[src/rtl/irq_ctrl.sv]
// Interrupt request controller: synchronizes eight async sources, qualifies them
// as level or edge, latches edge events and presents enabled pending bits as irq.
module irq_ctrl #(
   parameter int SYNC_STAGES = 2
) (
   input  logic        cpu_clk,
   input  logic        cpu_rstn,
   input  logic [7:0]  src_in,
   input  logic        cs_n,
   input  logic        as_n,
   input  logic        rw,
   input  logic [1:0]  addr,
   input  logic [31:0] wr_data,
   output logic [31:0] rd_data,
   output logic        rdy_n,
   output logic [7:0]  irq
);

   localparam logic [1:0] ADDR_PEND = 2'd0;
   localparam logic [1:0] ADDR_MODE = 2'd1;
   localparam logic [1:0] ADDR_POL  = 2'd2;
   localparam logic [1:0] ADDR_EN   = 2'd3;

   logic [SYNC_STAGES-1:0][7:0] sync_q;
   logic [7:0] sync;
   logic [7:0] prev;
   logic [7:0] pend;
   logic [7:0] mode;
   logic [7:0] pol;
   logic [7:0] en;

   logic       access;
   logic       wr_pend;
   logic       wr_mode;
   logic       wr_pol;
   logic       wr_en;
   logic [7:0] hit;
   logic [7:0] w1c;
   logic [7:0] to_edge;
   logic [7:0] pend_nxt;
   logic [7:0] reg_rd;

   assign sync = sync_q[SYNC_STAGES-1];

   always_ff @(posedge cpu_clk or negedge cpu_rstn) begin
      if (!cpu_rstn) begin
         sync_q <= '0;
      end else begin
         sync_q[0] <= src_in;
         for (int s = 1; s < SYNC_STAGES; s++) begin
            sync_q[s] <= sync_q[s-1];
         end
      end
   end

   always_comb begin
      access  = !cs_n && !as_n;
      wr_pend = access && !rw && (addr == ADDR_PEND);
      wr_mode = access && !rw && (addr == ADDR_MODE);
      wr_pol  = access && !rw && (addr == ADDR_POL);
      wr_en   = access && !rw && (addr == ADDR_EN);
      hit     = (pol & sync & ~prev) | (~pol & ~sync & prev);
      w1c     = wr_pend ? wr_data[7:0] : 8'h00;
      to_edge = wr_mode ? (wr_data[7:0] & ~mode) : 8'h00;
      // edge bits: a new hit beats a same-cycle W1C; level bits track the line
      pend_nxt = ((mode & (hit | (pend & ~w1c))) | (~mode & ~(sync ^ pol))) & ~to_edge;
   end

   always_comb begin
      reg_rd = 8'h00;
      case (addr)
         ADDR_PEND: reg_rd = pend;
         ADDR_MODE: reg_rd = mode;
         ADDR_POL:  reg_rd = pol;
         ADDR_EN:   reg_rd = en;
         default:   reg_rd = 8'h00;
      endcase
   end

   // prev always follows sync, which also covers the reload on config writes
   always_ff @(posedge cpu_clk or negedge cpu_rstn) begin
      if (!cpu_rstn) begin
         prev    <= 8'h00;
         pend    <= 8'h00;
         mode    <= 8'h00;
         pol     <= 8'hFF;
         en      <= 8'h00;
         irq     <= 8'h00;
         rdy_n   <= 1'b1;
         rd_data <= 32'h0;
      end else begin
         prev <= sync;
         pend <= pend_nxt;
         irq  <= pend & en;
         if (wr_mode) mode <= wr_data[7:0];
         if (wr_pol)  pol  <= wr_data[7:0];
         if (wr_en)   en   <= wr_data[7:0];
         rdy_n   <= !access;
         rd_data <= (access && rw) ? {24'h0, reg_rd} : 32'h0;
      end
   end

endmodule

[config.mk]
export PLATFORM = sky130hd
export DESIGN_NAME = irq_ctrl
export DESIGN_NICKNAME = d
export VERILOG_FILES = /design/src/rtl/irq_ctrl.sv
export SDC_FILE = /design/constraint.sdc
export NUM_CORES = 1
export LEC_CHECK = 0
export ABC_AREA = 1
export CORE_UTILIZATION = 47
export DETAILED_ROUTE_END_ITERATION = 7
export MAX_ROUTING_LAYER = met4
export PLACE_DENSITY_LB_ADDON = 0.25
export SLEW_MARGIN = 15
export SYNTH_ARGS = -nofsm -noshare
export SYNTH_HDL_FRONTEND = slang
export SYNTH_SLANG_ARGS = --single-unit
[constraint.sdc]
create_clock -name cpu_clk -period 1.2 [get_ports cpu_clk]
set_input_delay 0.24 -clock cpu_clk [delete_from_list [all_inputs] [get_ports cpu_clk]]
set_output_delay 0.24 -clock cpu_clk [all_outputs]
set_load 0.02 [all_outputs]
==> impl_metrics.yaml <==
routing:
  drt_iter0_markers: 142
  ant_nets: 0
  vias_per_cell: 4.81
  routed_wl_mm: 7.17
  firstDrtPassIters: 4
  drc: 0
  routedWlPerCell_um: 13.4
  vias: 2582
yosys:
  ys.flop_type: "dfrtp_1"
  syn_inst: 360
  ys_top_cells_by_area: "dfrtp_1, nand2_1, inv_1"
  synth-async-reset-ratio: 1.00
  seq_area_frac_synth: 0.542
  synth_top_cell_area_share: 0.472
  yosysTopAreaCell: "dfrtp_1"
  yosysWarnings: 0
  synth_edf_count: 0
  ys_seq_elements: 73
  synth_most_common_cell: "nand2_1"
  synthTopCellsByCount: "nand2_1, inv_1, dfrtp_1"
  syn_area_um2: 3390
  synth_cell_type_count: 19
  syn_area_per_cell_um2: 9.42
clock_tree:
  cts_root_buf: "clkbuf_8"
  cts_htree_levels: 3
  path_clk_slew_ns: 0.07
  cts_sinks: 73
  clock_latency_ns: 0.34
  clockBufferDepth: 2
  cts_tree: "built"
  cts_made_buffers: 9
min_path:
  min_path_type: "primary input to flip-flop"
final_layout:
  final_util: 0.627
  multi_input_area_um2: 1300
  diodes: 0
  nNetsFinal: 499
  fin_area_um2: 4310
  final_layout_size_suffix_gt1_frac: 0.281
  fill_cells: 593
  area.growth.synth_to_final_pct: 26.9
  seq_area_um2: 1840
placement:
  place_congestion: 0.858
  port_buffers: 39
  place_area_um2: 3980
  place_hpwl_mm: 4.82
outcome:
  violations: "negative setup slack"
  outcome: "finished with violations"
setup_path:
  critical-path-max-stage-delay_ns: 0.53
  criticalPathCategory: "flip-flop to primary output"
  cp.arrival_ns: 0.97
  crit_fanout: 1
  cp_num_buf_inv: 1
  cp.required_ns: 0.96
  critPathTopFamily: "flip-flops"
  cp-end-kind: "primary output"
  crit_slowest_cell: "dfstp_2"
  cp_cell_sequence: "buf_6"
  critPathLaunchType: "flip-flop"
global_route:
  antenna_found_initial: 0
  grt_pass1_wl_mm: 11.4
  grt_pass1_vias: 2483
  grt_max_degree: 74
  overflow: 0
  grt_usage: 0.210
floorplanning:
  die_h_um: 87.0
  core_um2: 6870
  ios: 88
  num_rows: 30
  initial_utilization: 0.494
  die-area_um2: 7560
  die_w_um: 87.0
run:
  drv_cap: 0
sta:
  rsz0062_at_grt: "yes"
  maxSlewViolCount: 0
  post-route-period-util: 1.01
  fmaxAchievable_mhz: 825
  final.min_clock_period_ns: 1.21
  skew_ns: 0.00693
  finalSetupViolCount: 3
  setup_slack_ns: -0.0117
  finalHoldViolCount: 0
pwr:
  ir_drop_mv: 0.999
  leakagePower_nw: 2.19
  pwr_density_cell_nw_per_um2: 1470
[power by group]
group          total [mW]  internal (mW)  switching [mW]
Combinational        1.45          0.610           0.840
Sequential           3.18           2.88           0.290
Clock                1.71          0.858           0.850
[final cells by class]
| class | instances | area share |
|---|---|---|
| Sequential cell | 73 | 0.427 |
| Multi-Input combinational cell | 211 | 0.302 |
| Timing Repair Buffer | 71 | 0.142 |
| Inverter | 70 | 0.0610 |
| Clock buffer | 13 | 0.0369 |
| Tap cell | 96 | 0.0279 |
| Clock inverter | 3 | 0.00407 |
[cells by family after synthesis]
logic type	share of synthesized area
AOI/OAI and AO/OA	0.106
adders and majority gates	0.0590
other	0.00111
and+or+nand+nor	0.145
DFF	0.542
buffers and inverters	0.147
[sequential cells by signal, indices dropped and copies added, names as in the netlist]
signal and count:
en 8, irq 8, mode 8, pend 8
pol 8, prev 8, rd_data 8, rdy_n 1
sync 8, sync_q 8
[final timing paths]
kind | start | end | slack, ns | cells after the start
worst max-delay path | rdy_n | rdy_n | -0.01 | 1
worst min-delay path | as_n | rdy_n | 0.32 | 4
worst max register to register | pol[6] | pend[6] | 0 | 6
worst min register to register | sync_q[6] | sync[6] | 0.35 | 0
max in group asynchronous | cpu_rstn | pol[6] | 0.42 | 3
min in group asynchronous | cpu_rstn | rd_data[0] | 0.45 | 3
[metal layers]
layer,vias up,routed length (µm),GRT usage
met3,11,436,0.0531
met1,1243,3100,0.253
met5,-,0,-
met2,86,3520,0.324
met4,0,116,0.115
li1,1242,-,-
[through the flow]
stage / worst slack [ns] / hold slack [ns] / std cells / total power, mW / setup TNS [ns]
floorplan: 0.0807 / -0.0556 / 383 / 4.00 / 0
global placement: -0.413 / 0.301 / 513 / 4.46 / -14.61
detailed placement: -0.491 / 0.299 / 513 / 4.52 / -15.49
CTS: -0.0239 / 0.325 / 534 / 6.23 / -0.0239
global route: -0.0611 / 0.318 / 537 / 6.74 / -0.344
finish: -0.0117 / 0.317 / 537 / 6.33 / -0.0130
[layout by cell type, fill, tap and decap left out, types with 7 or more instances in the layout]
cell type and n:
ha_1 9, dfstp_2 9, nand2_1 81, dfrtp_1 64, buf_2 17, o21ai_0 31
buf_4 25, o21ai_2 10, conb_1 24, a31oi_1 7, inv_2 21, ha_4 7
inv_1 49, clkdlybuf4s50_1 17, o21ai_1 7, clkbuf_8 11, nand4_1 16
[timing repair]
action | CTS | global route
gates resized for setup | 74 | 46
endpoints found under the hold margin | 64 | 0
endpoints found under the setup margin | 43 | 48
pin swaps | 5 | 17
gates cloned | 1 | 1
hold buffers | 1 | 0
setup buffers | 3 | 2
Power figures use the tool's default switching activity.
